<file path="config.mk">
export PLATFORM = sky130hd
export DESIGN_NAME = maze_game_ctrl
export DESIGN_NICKNAME = d
export VERILOG_FILES = /design/src/rtl/maze_game_ctrl.sv
export SDC_FILE = /design/constraint.sdc
export NUM_CORES = 1
export LEC_CHECK = 0
export CAP_MARGIN = 20
export CORE_MARGIN = 4
export CORE_UTILIZATION = 25
export DETAILED_ROUTE_END_ITERATION = 16
export GPL_TIMING_DRIVEN = 1
export HOLD_SLACK_MARGIN = 0.03
export PLACE_DENSITY = 0.53
export SYNTH_ARGS = -nofsm -noshare
export SYNTH_HDL_FRONTEND = slang
export SYNTH_SLANG_ARGS = --single-unit
</file>
<file path="constraint.sdc">
create_clock -name frame_clk -period 5 [get_ports frame_clk]
set_input_delay 0.5 -clock frame_clk [delete_from_list [all_inputs] [get_ports frame_clk]]
set_output_delay 0.5 -clock frame_clk [all_outputs]
set_load 0.01 [all_outputs]
</file>
<file path="src/rtl/maze_game_ctrl.sv">
// Purpose : game-flow controller between the keycode source and the ball stage.
//           It gates player keycodes, opens the gate when the key is picked up,
//           runs the round timer and declares a win or a loss.
// Latency : all outputs are registered and change one frame_clk edge after
//           their cause. keycode_out lags keycode_in by one frame.
// Flow    : there is no backpressure. The block advances once per frame tick.
// Ports   : frame_clk, Reset (async, active-high), keycode_in[7:0],
//           BallX[9:0], BallY[9:0] -> keycode_out[7:0], ended, ball_reset,
//           won, lost, seconds_left[6:0], game_state[1:0] (00 IDLE,
//           01 PLAY, 10 WON, 11 LOST).
module maze_game_ctrl #(
  parameter logic [7:0] START_KEY      = 8'h2C,
  parameter int         KEY_X_MIN      = 600,
  parameter int         KEY_X_MAX      = 620,
  parameter int         KEY_Y_MIN      = 440,
  parameter int         KEY_Y_MAX      = 460,
  parameter int         GATE_X1        = 277,
  parameter int         GATE_X2        = 300,
  parameter int         EXIT_Y         = 8,
  parameter int         FRAMES_PER_SEC = 60,
  parameter int         TIME_LIMIT     = 99
) (
  input  logic       frame_clk,
  input  logic       Reset,
  input  logic [7:0] keycode_in,
  input  logic [9:0] BallX,
  input  logic [9:0] BallY,
  output logic [7:0] keycode_out,
  output logic       ended,
  output logic       ball_reset,
  output logic       won,
  output logic       lost,
  output logic [6:0] seconds_left,
  output logic [1:0] game_state
);

  typedef enum logic [1:0] {
    ST_IDLE = 2'b00,
    ST_PLAY = 2'b01,
    ST_WON  = 2'b10,
    ST_LOST = 2'b11
  } state_t;

  localparam logic [9:0] KX_LO    = 10'(KEY_X_MIN);
  localparam logic [9:0] KX_HI    = 10'(KEY_X_MAX);
  localparam logic [9:0] KY_LO    = 10'(KEY_Y_MIN);
  localparam logic [9:0] KY_HI    = 10'(KEY_Y_MAX);
  localparam logic [9:0] GX_LO    = 10'(GATE_X1);
  localparam logic [9:0] GX_HI    = 10'(GATE_X2);
  localparam logic [9:0] EXIT_LIM = 10'(EXIT_Y);
  localparam logic [5:0] FPS_LAST = 6'(FRAMES_PER_SEC - 1);
  localparam logic [6:0] TL       = 7'(TIME_LIMIT);

  state_t     state_q, state_d;
  logic [5:0] frame_cnt, frame_cnt_d;
  logic [7:0] prev_key;
  logic [7:0] keycode_d;
  logic [6:0] sec_d;
  logic       ended_d, won_d, lost_d, ball_reset_d;

  logic start_edge;
  logic in_key_box;
  logic win_hit;
  logic sec_tick;

  // A held start key is seen only on its first frame.
  assign start_edge = (keycode_in == START_KEY) && (prev_key != START_KEY);

  assign in_key_box = (BallX >= KX_LO) && (BallX <= KX_HI) &&
                      (BallY >= KY_LO) && (BallY <= KY_HI);

  // Uses the registered ended: a pickup and an escape on the same frame is
  // not a win.
  assign win_hit = ended && (BallY <= EXIT_LIM) &&
                   (BallX >= GX_LO) && (BallX <= GX_HI);

  assign sec_tick = (frame_cnt == FPS_LAST);

  assign game_state = state_q;

  // Only keys pressed while in play reach the ball. This means the entry
  // frame forwards 0 and the exit frame still forwards the last key.
  assign keycode_d = (state_q == ST_PLAY) ? keycode_in : 8'h00;

  always_comb begin
    state_d      = state_q;
    frame_cnt_d  = frame_cnt;
    sec_d        = seconds_left;
    ended_d      = ended;
    won_d        = won;
    lost_d       = lost;
    ball_reset_d = 1'b0;

    case (state_q)
      ST_IDLE: begin
        frame_cnt_d = 6'd0;
        sec_d       = TL;
        ended_d     = 1'b0;
        won_d       = 1'b0;
        lost_d      = 1'b0;
        if (start_edge) begin
          state_d = ST_PLAY;
        end
      end

      ST_PLAY: begin
        if (sec_tick) begin
          frame_cnt_d = 6'd0;
          sec_d       = seconds_left - 7'd1;
        end else begin
          frame_cnt_d = frame_cnt + 6'd1;
        end

        if (in_key_box) begin
          ended_d = 1'b1;
        end

        // Escape beats a timeout on the same frame. The timer still counts
        // down on that frame.
        if (win_hit) begin
          state_d = ST_WON;
          won_d   = 1'b1;
        end else if (sec_tick && (seconds_left == 7'd1)) begin
          state_d = ST_LOST;
          lost_d  = 1'b1;
        end
      end

      ST_WON, ST_LOST: begin
        if (start_edge) begin
          state_d      = ST_IDLE;
          frame_cnt_d  = 6'd0;
          sec_d        = TL;
          ended_d      = 1'b0;
          won_d        = 1'b0;
          lost_d       = 1'b0;
          ball_reset_d = 1'b1;
        end
      end

      default: begin
        state_d = ST_IDLE;
      end
    endcase
  end

  always_ff @(posedge frame_clk or posedge Reset) begin
    if (Reset) begin
      state_q      <= ST_IDLE;
      frame_cnt    <= 6'd0;
      prev_key     <= 8'h00;
      keycode_out  <= 8'h00;
      seconds_left <= TL;
      ended        <= 1'b0;
      won          <= 1'b0;
      lost         <= 1'b0;
      ball_reset   <= 1'b0;
    end else begin
      state_q      <= state_d;
      frame_cnt    <= frame_cnt_d;
      prev_key     <= keycode_in;
      keycode_out  <= keycode_d;
      seconds_left <= sec_d;
      ended        <= ended_d;
      won          <= won_d;
      lost         <= lost_d;
      ball_reset   <= ball_reset_d;
    end
  end

endmodule

</file>
-- Word level (Yosys, flattened, before mapping)
Cells that the tools add are included.
- word-level logic and storage cells: 70
- flip-flop bits (word level): 35
- output and inout port bits: 21
- input bits: 30
- $add $sub $neg: 2
- muxes and demuxes: 22
- order comparisons: 7
- reductions and logical operators: 15
- equal/unequal tests: 15
- operators with widths (kind ; number):
    $pmux 7 s3 ; 1
    $ge 10x9->1 const B ; 2
    $le 10x9->1 const B ; 2
    $pmux 6 s3 ; 1
    $mux 7 ; 2
    $mux 6 ; 2
    $ne 2x2->1 const B ; 6
    $ge 10x10->1 const B ; 1
    $le 10x10->1 const B ; 1
    $le 10x4->1 const B ; 1
    $pmux 1 s3 ; 3
    $eq 8x6->1 const B ; 1
    $logic_and 1x1->1 ; 8
    $mux 2 ; 4
    $mux 8 ; 1
    $ne 8x6->1 const B ; 1
    $eq 7x1->1 const B ; 1
    $mux 1 ; 7
    $sub 7x1->7 const B ; 1
    $add 6x1->6 const B ; 1
    $eq 6x6->1 const B ; 1
    $pmux 2 s3 ; 1
    $reduce_and 2->1 ; 3
    $reduce_and 3->1 ; 2
    6 further kinds ; 7

-- Depth between registers and ports, before layout
Gate-level depths: netlist of the first run.
- depth in word-level cells: 6
- gate-level depth with buffers: 6
- depth with buffers taken out: 5

-- Worst setup path after synthesis of the first run
No wires, ideal clock.
- path kind: input to register
- start point: in keycode_in[6]
- end point: reg ended
- setup slack: 3.035 ns
- arrival: 1.900 ns
- stages on the path: 4
- buffers on the path: 0
- library setup time: 0.065 ns
- data required time: 4.935 ns
- cell sequence: or4_4 a211o_4 a2111oi_4 o22a_1
- cells in the longest elaborated chain, start to end: 4
- RTL lines (element ; line ; RTL):
    start: declaration ; 25 ; input logic [7:0] keycode_in,
    $eq 8x6->1 ; 67 ; assign start_edge = (keycode_in == START_KEY) && (prev_key != START_KEY);
    $logic_and 1x1->1 ; 67 ;
    $ne 2x2->1 (no source line) ; -- ;
    $reduce_and 2->1 (no source line) ; -- ;
    end signal: assignment ; 164 ; ended <= ended_d;
    end: declaration ; 29 ; output logic ended,
Every way passes these cells.
A chain may end at the register's enable or synchronous reset.

-- Final worst setup path of the first run
- start point: in keycode_in[6]
- end point: reg frame_cnt[4]
- cells in the longest elaborated chain, start to end: 3
- RTL lines (element ; line ; RTL):
    $eq 8x6->1 ; 67 ;
    $logic_and 1x1->1 ; 67 ;
    $ne 2x2->1 (no source line) ; -- ;
    end signal: assignment ; 160 ; frame_cnt <= frame_cnt_d;
    end: declaration ; 55 ; logic [5:0] frame_cnt, frame_cnt_d;
Every way passes these cells.

==> metrics, run 1 <==
DRC errors left=0; worst-path fanout max=8; IO Count=51; final worst-path cycle share=between 40% and 50%; Switch Pwr=0.143 mW; Resize count post-CTS=0; asr flop ratio synth=100%; Hold Path Depth=2; drt pass-1 iters=4; Max IR drop VDD=~0.081 mV; CTS tree=done; Sw Ratio=between 20% and 30%; RSZ-0062 raised after global routing=no; Leakage=~1 nW; sequential-to-total area share from yosys stat=52.4%; Area Growth Syn to Fin=43.4%; GPL Wtd Cong=0.736; First DRT Iteration DRCs=48; most frequent cells in the layout=clkdlybuf4s50_1 (50), dfrtp_1 (31), and2_1 (10); Max Slew Vio Count=0; critical path's top delay family=simple AND/OR/NAND/NOR gates; vias in the first global route=~1.4k; Mapped Cells=~150; first-pass GRT wire length=7200 um; commonest non-fill, non-tap cell in the layout=clkdlybuf4s50_1; Clock power frac=a little over two fifths; Fin Setup TNS=0 ns; later-pin clock latency in the skew report=around 0.28 ns; Initial Util=roughly a quarter; Least-Margin Pin Slew=between 0.8 and 0.9 ns; dpl ws=between 2 and 2.5 ns; initial antenna violation count=0; CP Capture Type=register; Post-CTS Hold Buffers=0; via count=~1.4k; Combinational Power Share=about 13%; WL per Instance=15.0 um; Main synth FF type=dfrtp_1; worst-path cell chain=clkdlybuf4s50_1 > or4_4 > a211oi_4 > nor2_2 > a221o_1; hold crit path type=register to register; GR Overflow Total=0; number of synthesized flops with an enable pin=0; Hold Fails Final Rpt=0; total die area=8100 sq um; HPWL Detailed=3150 um; largest net degree at the start of global routing=36; WP data required=5.17 ns; Levels on crit path=5; drt via density=between 4 and 5; I/O Buffers=50; worst-case clock buffer depth=2; CTS root buf=clkbuf_8; count of state elements after synthesis=35; Max Clock Skew=roughly 0.0013 ns; pwr dens=~280 nW/um^2; WP buf/inv=1; Die Y-Extent=approximately 90 um; internal cell power=between 0.5 and 0.6 mW; H-tree levels=2; fmax=approximately 440 MHz; slowest stage cell, crit path=or4_4; Post-Syn Area=1680 sq um; core box area=approximately 6400 sq um; postcts setup bufs=0; layout cell share with drive strength beyond 1=~11%; sequential share of power=~44%; startpoint types=input port; Yosys warnings=0; Die Span X=90.0 um; status=complete, no violations; Layout Nets=roughly 240; CP arrival=approximately 2.5 ns; clk slew on worst S/H paths=about 0.070 ns; row cnt=29; Syn Area/Cell=approximately 11 sq um; Mapped Nets=180; final WL=4210 um; reg2reg start=prev_key[1]; post-route setup slack=between 2 and 3 ns; Worst slew margin=a little under half; worst r2r path cells=4; crit path time final=2.28 ns; hold_sp=seconds_left[5]; Post-DRT Antenna Nets=0; CTS buffer count=5; CTS sink count=35; crit-path max cell delay=between 0.5 and 0.6 ns; max cap viols=0; critical path type=input port to register; Worst Setup SP=keycode_in[6]; Netlist cell types=52; Total GRT Usage=between 10% and 20%; # diodes=0; Setup-failing EPs final=0
-- cells in the mapped netlist (2+ instances only) --
| cell type | instances | share of area, % |
|---|---|---|
| and3_1 | 2 | 0.74 |
| ha_1 | 3 | 2.2 |
| and4b_1 | 2 | 1.2 |
| o22ai_1 | 2 | 0.74 |
| nor3_1 | 5 | 1.5 |
| inv_1 | 7 | 1.6 |
| dfrtp_1 | 31 | 46 |
| nor2_1 | 4 | 0.89 |
| a31oi_1 | 3 | 1.1 |
| dfstp_2 | 4 | 6.2 |
| nor3b_1 | 2 | 0.89 |
| nand3_1 | 7 | 2.1 |
| and2_1 | 10 | 3.7 |
| nor4b_1 | 3 | 1.6 |
| a211o_1 | 2 | 1.0 |
| nand2_1 | 4 | 0.89 |
| mux2i_1 | 2 | 1.2 |
| o21ai_0 | 3 | 0.89 |
| nor2b_1 | 2 | 0.74 |
| clkbuf_1 | 4 | 0.89 |
| o211ai_1 | 2 | 0.89 |
| a22o_1 | 3 | 1.6 |
| a21oi_1 | 5 | 1.5 |
| nand4b_1 | 2 | 1.0 |
| o31ai_1 | 4 | 1.8 |
| a211oi_1 | 3 | 1.3 |
-- stage by stage --
| stage | hold slack [ns] | instances | utilization (%) | power, mW | area, sq um |
|---|---|---|---|---|---|
| CTS | 0.525 | 280 | 37.5 | 0.693 | 2410 |
| global placement | 0.509 | 272 | 35.5 | 0.390 | 2280 |
| global route | 0.544 | 280 | 37.5 | 0.713 | 2410 |
| detailed placement | 0.511 | 272 | 35.5 | 0.391 | 2280 |
| floorplan | 0.492 | 147 | - | 0.339 | 1680 |
| finish | 0.524 | 280 | 37.5 | 0.682 | 2410 |
-- sequential cells by signal (all words and copies together), names as in the netlist --
| signal | cells |
|---|---|
| frame_cnt | 6 |
| ended | 1 |
| game_state | 2 |
| ball_reset | 1 |
| seconds_left | 7 |
| prev_key | 8 |
| keycode_out | 8 |
| lost | 1 |
| won | 1 |
-- power groups by stage --
stage                     clock (mW)  sequential, mW  combinational (mW)
after global routing           0.319           0.299              0.0950
after CTS                      0.307           0.298              0.0878
after floorplan                    0           0.306              0.0337
after detailed placement           0           0.304              0.0874
final                          0.299           0.298              0.0856
after global placement             0           0.303              0.0869
-- path summary, 6_finish.rpt --
path	end	slack, ns
hold reg to reg	seconds_left[5]	0.52
setup reg to reg	frame_cnt[0]	3.08
min in group asynchronous	keycode_out[5]	0.61
max in group asynchronous	seconds_left[5]	4.04
setup / recovery	frame_cnt[4]	2.72
hold / removal	seconds_left[5]	0.52
-- kinds of logic (layout without fill, tap and decap cells) --
group                      Yosys count  after routing  synth area share (%)
and+or+nand+nor                     50             50                  18.7
AOI/OAI and AO/OA                   43             43                  21.7
DFF                                 35             35                  52.4
buffers and inverters               12             68                  2.68
adders and majority gates            3              3                  2.23
muxes                                3              3                  1.86
xor gates and xnor gates             1              1                 0.521
-- final cells by class --
class                      instances  area (sq um)
multi-input combinational        100           756
sequential                        35           881
fill                             618          4010
inverter                           8          30.0
tap                               77          96.3
clock buffer                       6          72.6
timing repair buffer              52           515
clock inverter                     2          60.1
-- metal layers --
layer  GRT usage [%]  wire, um  part of all wire (%)
met1            14.2      1910                    45
met5               0         0                     0
met4            3.83        48                   1.1
met2            17.1      2030                    48
met3            3.67       222                   5.3
-- worst min-delay path: cells and delay by family, from the launching register on --
family,cells,cell delay (ns)
AO/OA/AOI/OAI,2,0.13
flip-flops,1,0.39
No activity file was read; power rests on OpenSTA's default activity.
==> run 2: changes to the inputs <==
--- a/config.mk
+++ b/config.mk
@@ -11,7 +11,7 @@
 export DETAILED_ROUTE_END_ITERATION = 16
 export GPL_TIMING_DRIVEN = 1
 export HOLD_SLACK_MARGIN = 0.03
-export PLACE_DENSITY = 0.53
+export PLACE_DENSITY = 0.55
 export SYNTH_ARGS = -nofsm -noshare
 export SYNTH_HDL_FRONTEND = slang
 export SYNTH_SLANG_ARGS = --single-unit
==> constraint.sdc (replaced) <==
create_clock -name frame_clk -period 1.9 [get_ports frame_clk]
set_input_delay 0.19 -clock frame_clk [delete_from_list [all_inputs] [get_ports frame_clk]]
set_output_delay 0.19 -clock frame_clk [all_outputs]
set_load 0.01 [all_outputs]
==> metrics, run 2 (synthesis gave the netlist of run 1 again) <==
worst r2r path cells=5 (+1); worst-case clock buffer depth=2 (unchanged); First DRT Iteration DRCs=63 (+31%); critical path type=input port to register; Max Slew Vio Count=0 (unchanged); CTS sink count=35 (unchanged); IO Count=51 (unchanged); postcts setup bufs=0 (unchanged); Max IR drop VDD=0.247 mV (+210%); max cap viols=0 (unchanged); # diodes=0 (unchanged); final WL=4350 um (+3.4%); pwr dens=674 nW/um^2 (+140%); most frequent cells in the layout=clkdlybuf4s50_1 (50), dfrtp_1 (31), buf_4 (19); dpl ws=-0.256 ns (-2.70 ns); Setup-failing EPs final=0 (unchanged); drt pass-1 iters=4 (unchanged); Max Clock Skew=0.00460 ns (+0.00334 ns); CTS tree=done; WL per Instance=14.6 um (-2.5%); Die Span X=90.0 um (unchanged); I/O Buffers=50 (unchanged); slowest stage cell, crit path=or4_4; Area Growth Syn to Fin=49.8%; worst-path fanout max=4 (-4); hold crit path type=input port to asynchronous set/reset pin; Largest regs=keycode_out (8), prev_key (8), seconds_left (7); HPWL Detailed=3260 um (+3.5%); vias in the first global route=1508 (+5.0%); Initial Util=26.2% (unchanged); drt via density=4.83 (-1.5%); Hold Fails Final Rpt=0 (unchanged); RSZ-0062 raised after global routing=no; Total GRT Usage=11.2% (+0.28 points); Layout Nets=252 (+7.2%); H-tree levels=2 (unchanged); crit-path max cell delay=0.59 ns (about the same); Least-Margin Pin Slew=0.454 ns (-0.357 ns); CTS root buf=clkbuf_8; Leakage=1.08 nW (+7.7%); largest net degree at the start of global routing=36 (unchanged); worst-path cell chain=clkdlybuf4s50_1 > or4_4 > a211o_4 > a2111oi_4 > o22a_1; RR Endpoint=frame_cnt[4]; Resize count post-CTS=0 (unchanged); row cnt=29 (unchanged); GR Overflow Total=0 (unchanged); commonest non-fill, non-tap cell in the layout=clkdlybuf4s50_1; first-pass GRT wire length=7430 um (+3.3%); final worst-path cycle share=between 90 and 100%; later-pin clock latency in the skew report=0.29 ns (about the same); Post-CTS Hold Buffers=0 (unchanged); crit path time final=1.87 ns; fin util=39.2% (+1.7 points); GPL Wtd Cong=0.740 (+0.48%); WP data required=2.13 ns (-3.04 ns); Post-DRT Antenna Nets=0 (unchanged); reg2reg start=frame_cnt[0]; via count=1434 (+4.4%); core box area=6420 sq um (unchanged); post-route setup slack=0.0333 ns (-2.69 ns); clk slew on worst S/H paths=0.07 ns (about the same); startpoint types=input port; layout cell share with drive strength beyond 1=18.6% (+7.3 points); Die Y-Extent=90.0 um (unchanged); fmax=536 MHz; DRC errors left=0 (unchanged); status=complete, no violations; CTS buffer count=5 (unchanged); initial antenna violation count=0 (unchanged); reg-to-reg slack, setup=0.13 ns (-2.95 ns); CP arrival=2.10 ns (-0.35 ns); CP Capture Type=register; Worst slew margin=69.8% (+25 points); total die area=8100 sq um (unchanged)
==> run 2: cell count changes in the layout (fill, tap and decap cells not counted) <==
cell / before / now
buf_4: 2 / 19
bufinv_16: 2 / 1
clkbuf_1: 1 / 0
clkinv_2: 0 / 1
clkinv_4: 0 / 1
==> run 2: critical path, delay by kind of cell <==
family | cells | cell delay (ns)
buffers and inverters | 1 | 0.44
AND/OR/NAND/NOR | 1 | 0.59
AO/OA/AOI/OAI | 3 | 0.87
==> run 2: worst max-delay path by stage <==
stage / from / to / slack [ns] / cells after the start
2_1_floorplan: game_state[1] / frame_cnt[4] / 0.19 / 5
3_3_place_gp: keycode_in[6] / ended / -0.21 / 5
3_5_place_dp: keycode_in[6] / ended / -0.26 / 5
4_1_cts: keycode_in[6] / ended / 0.04 / 5
5_1_grt: keycode_in[6] / ended / 0.004 / 5
6_report: keycode_in[6] / ended / 0.03 / 5
==> run 2: power by group <==
group          internal [mW]  switching (mW)
Combinational          0.137           0.109
Clock                  0.390           0.278
Sequential             0.772          0.0106
==> run 2: routing by layer <==
layer  vias to the layer above  global-route usage, %  wire length [um]
li1                        708                      -                 -
met1                       692                   15.2              2050
met2                        29                   17.2              2050
met3                         5                   3.34               204
met4                         0                   3.44                46
met5                         -                      0                 0
==> run 2: cell type report <==
cell class,count,area (sq um)
Sequential cell,35,881
Clock buffer,5,68.8
Multi-Input combinational cell,100,756
Timing Repair Buffer,69,643
Inverter,8,30.0
Tap cell,77,96.3
Clock inverter,3,43.8
Fill cell,636,3900
==> run 2: per-stage QoR <==
stage	power (mW)	hold slack (ns)	cell area, sq um	TNS [ns]	cells
global placement	1.05	0.506	2410	-2.19	289
finish	1.70	0.299	2520	0	297
global route	1.77	0.384	2520	0	297
CTS	1.72	0.314	2520	0	297
detailed placement	1.05	0.507	2410	-2.58	289
floorplan	0.893	0.221	1680	0	147
==> run 3: changes to the inputs <==
--- a/config.mk
+++ b/config.mk
@@ -6,11 +6,12 @@
 export NUM_CORES = 1
 export LEC_CHECK = 0
 export CAP_MARGIN = 20
+export CORE_ASPECT_RATIO = 0.5
 export CORE_MARGIN = 4
 export CORE_UTILIZATION = 25
 export DETAILED_ROUTE_END_ITERATION = 16
 export GPL_TIMING_DRIVEN = 1
-export HOLD_SLACK_MARGIN = 0.03
+export HOLD_SLACK_MARGIN = 0.12
 export PLACE_DENSITY = 0.55
 export SYNTH_ARGS = -nofsm -noshare
 export SYNTH_HDL_FRONTEND = slang
==> metrics, run 3 (synthesis gave the netlist of run 1 again) <==
Max Slew Vio Count=0 (unchanged); placed cell count=301 (+4.2%); final WL=4260 um (-1.9%); pwr dens=712 nW/um^2 (+5.6%); CP endpoint=ended; Hold Fails Final Rpt=0 (unchanged); CTS buffer count=5 (unchanged); Post-DRT Antenna Nets=0 (unchanged); Area Growth Syn to Fin=53.3%; IO Count=51 (unchanged); postcts setup bufs=0 (unchanged); core box area=6280 sq um (-2.2%); worst r2r path cells=5 (unchanged); row cnt=20 (-31%); RSZ-0062 raised after global routing=no; clk slew on worst S/H paths=0.06 ns (about the same); Largest regs=keycode_out (8), prev_key (8), seconds_left (7); Max IR drop VDD=0.407 mV (+65%); layout cell share with drive strength beyond 1=19.0% (+0.37 points); Total GRT Usage=11.5% (+0.30 points); final worst-path cycle share=94.6% (-3.7 points); initial antenna violation count=0 (unchanged); largest net degree at the start of global routing=36 (unchanged); hold crit path type=input port to asynchronous set/reset pin; CP Capture Type=register; total die area=8180 sq um (+0.98%); GPL Wtd Cong=0.799 (+8.0%); crit path time final=1.80 ns (-0.0701 ns); drt via density=4.72 (-2.1%); Die Span X=124 um (+38%); fin util=41.0% (+1.8 points); worst-path fanout max=5 (+1); first-pass GRT wire length=7540 um (+1.5%); Layout Nets=253 (+0.40%); max cap viols=0 (unchanged); drt pass-1 iters=4 (unchanged); reg-to-reg slack, setup=0.24 ns (+0.11 ns); H-tree levels=2 (unchanged); # diodes=0 (unchanged); WP data required=2.12 ns (about the same); Worst Setup SP=keycode_in[1]; Resize count post-CTS=0 (unchanged); WL per Instance=13.8 um (-5.7%); worst-case clock buffer depth=2 (unchanged); CTS sink count=35 (unchanged); DRC errors left=0 (unchanged); Leakage=1.10 nW (+1.5%); critical path type=input port to register; Setup-failing EPs final=0 (unchanged); Initial Util=26.8% (+0.59 points); later-pin clock latency in the skew report=0.28 ns (about the same); CP arrival=2.01 ns (-0.09 ns); Worst slew margin=69.6% (-0.16 points); via count=1460 (+1.8%); I/O Buffers=50 (unchanged); vias in the first global route=1529 (+1.4%); startpoint types=input port; reg2reg start=frame_cnt[0]; Hold WS=0.318 ns (+0.0188 ns); status=complete, no violations; Least-Margin Pin Slew=0.456 ns (+0.00237 ns); # fillers=596 (-6.3%); fmax=557 MHz (+3.9%); First DRT Iteration DRCs=104 (+65%); Final Non-Filler Cells=309 (+4.0%); CTS tree=done; HPWL Detailed=3250 um (about the same); CTS root buf=clkbuf_16; Die Y-Extent=66.0 um (-27%); RR Endpoint=seconds_left[4]; Post-CTS Hold Buffers=0 (unchanged); GR Overflow Total=0 (unchanged); commonest non-fill, non-tap cell in the layout=clkdlybuf4s50_1; Max Clock Skew=0.00323 ns (-0.00137 ns); most frequent cells in the layout=clkdlybuf4s50_1 (50), dfrtp_1 (31), buf_4 (20)
[run 3: cell types whose count changed in the layout (fill, tap and decap cells not counted), sizes merged]
cell      previous run  this run
bufinv               1         0
clkinvlp             0         1
buf                 19        20
[run 3: area by class of cell]
cell class	count	area (sq um)	area share [%]
repair buffers	70	651	25.2
inverters	8	30.0	1.17
flip-flops and latches	35	881	34.2
clock inverters	3	25.0	0.971
multi-input cells	100	756	29.3
clock buffers	5	125	4.85
well taps	88	110	4.27
[run 3: how the worst min path moves through the flow]
stage | slack, ns | startpoint | to
floorplan | 0.22 | keycode_in[0] | prev_key[0]
global placement | 0.50 | seconds_left[0] | seconds_left[0]
detailed placement | 0.50 | seconds_left[5] | seconds_left[5]
CTS | 0.34 | Reset | keycode_out[4]
global route | 0.39 | Reset | keycode_out[3]
finish | 0.32 | Reset | prev_key[0]
[run 3: worst max-delay path, stage by stage]
cell             delay, ns
clkdlybuf4s50_1       0.44
or4_4                 0.56
a211o_4               0.33
a2111oi_4             0.34
o22a_1                0.15
[run 3: layer usage]
layer  global-route usage (%)  wire [um]
met1                     15.3       2060
met2                     19.2       2030
met3                     2.22        149
met4                     3.27         24
met5                        0          0
[run 3: metrics by stage]
| step | total power, mW | TNS (ns) | setup slack (ns) | cell area, sq um |
|---|---|---|---|---|
| 2_1_floorplan | 0.893 | 0 | 0.191 | 1680 |
| 3_3_place_gp | 1.04 | -1.94 | -0.218 | 2430 |
| 3_5_place_dp | 1.04 | -2.35 | -0.250 | 2430 |
| 4_1_cts | 1.86 | 0 | 0.0335 | 2580 |
| 5_1_grt | 1.92 | 0 | 0.0227 | 2580 |
| 6_report | 1.83 | 0 | 0.103 | 2580 |
[run 3: power breakdown]
part | internal, mW | switching (mW)
clock network | 0.489 | 0.316
logic | 0.135 | 0.108
registers | 0.774 | 0.0116
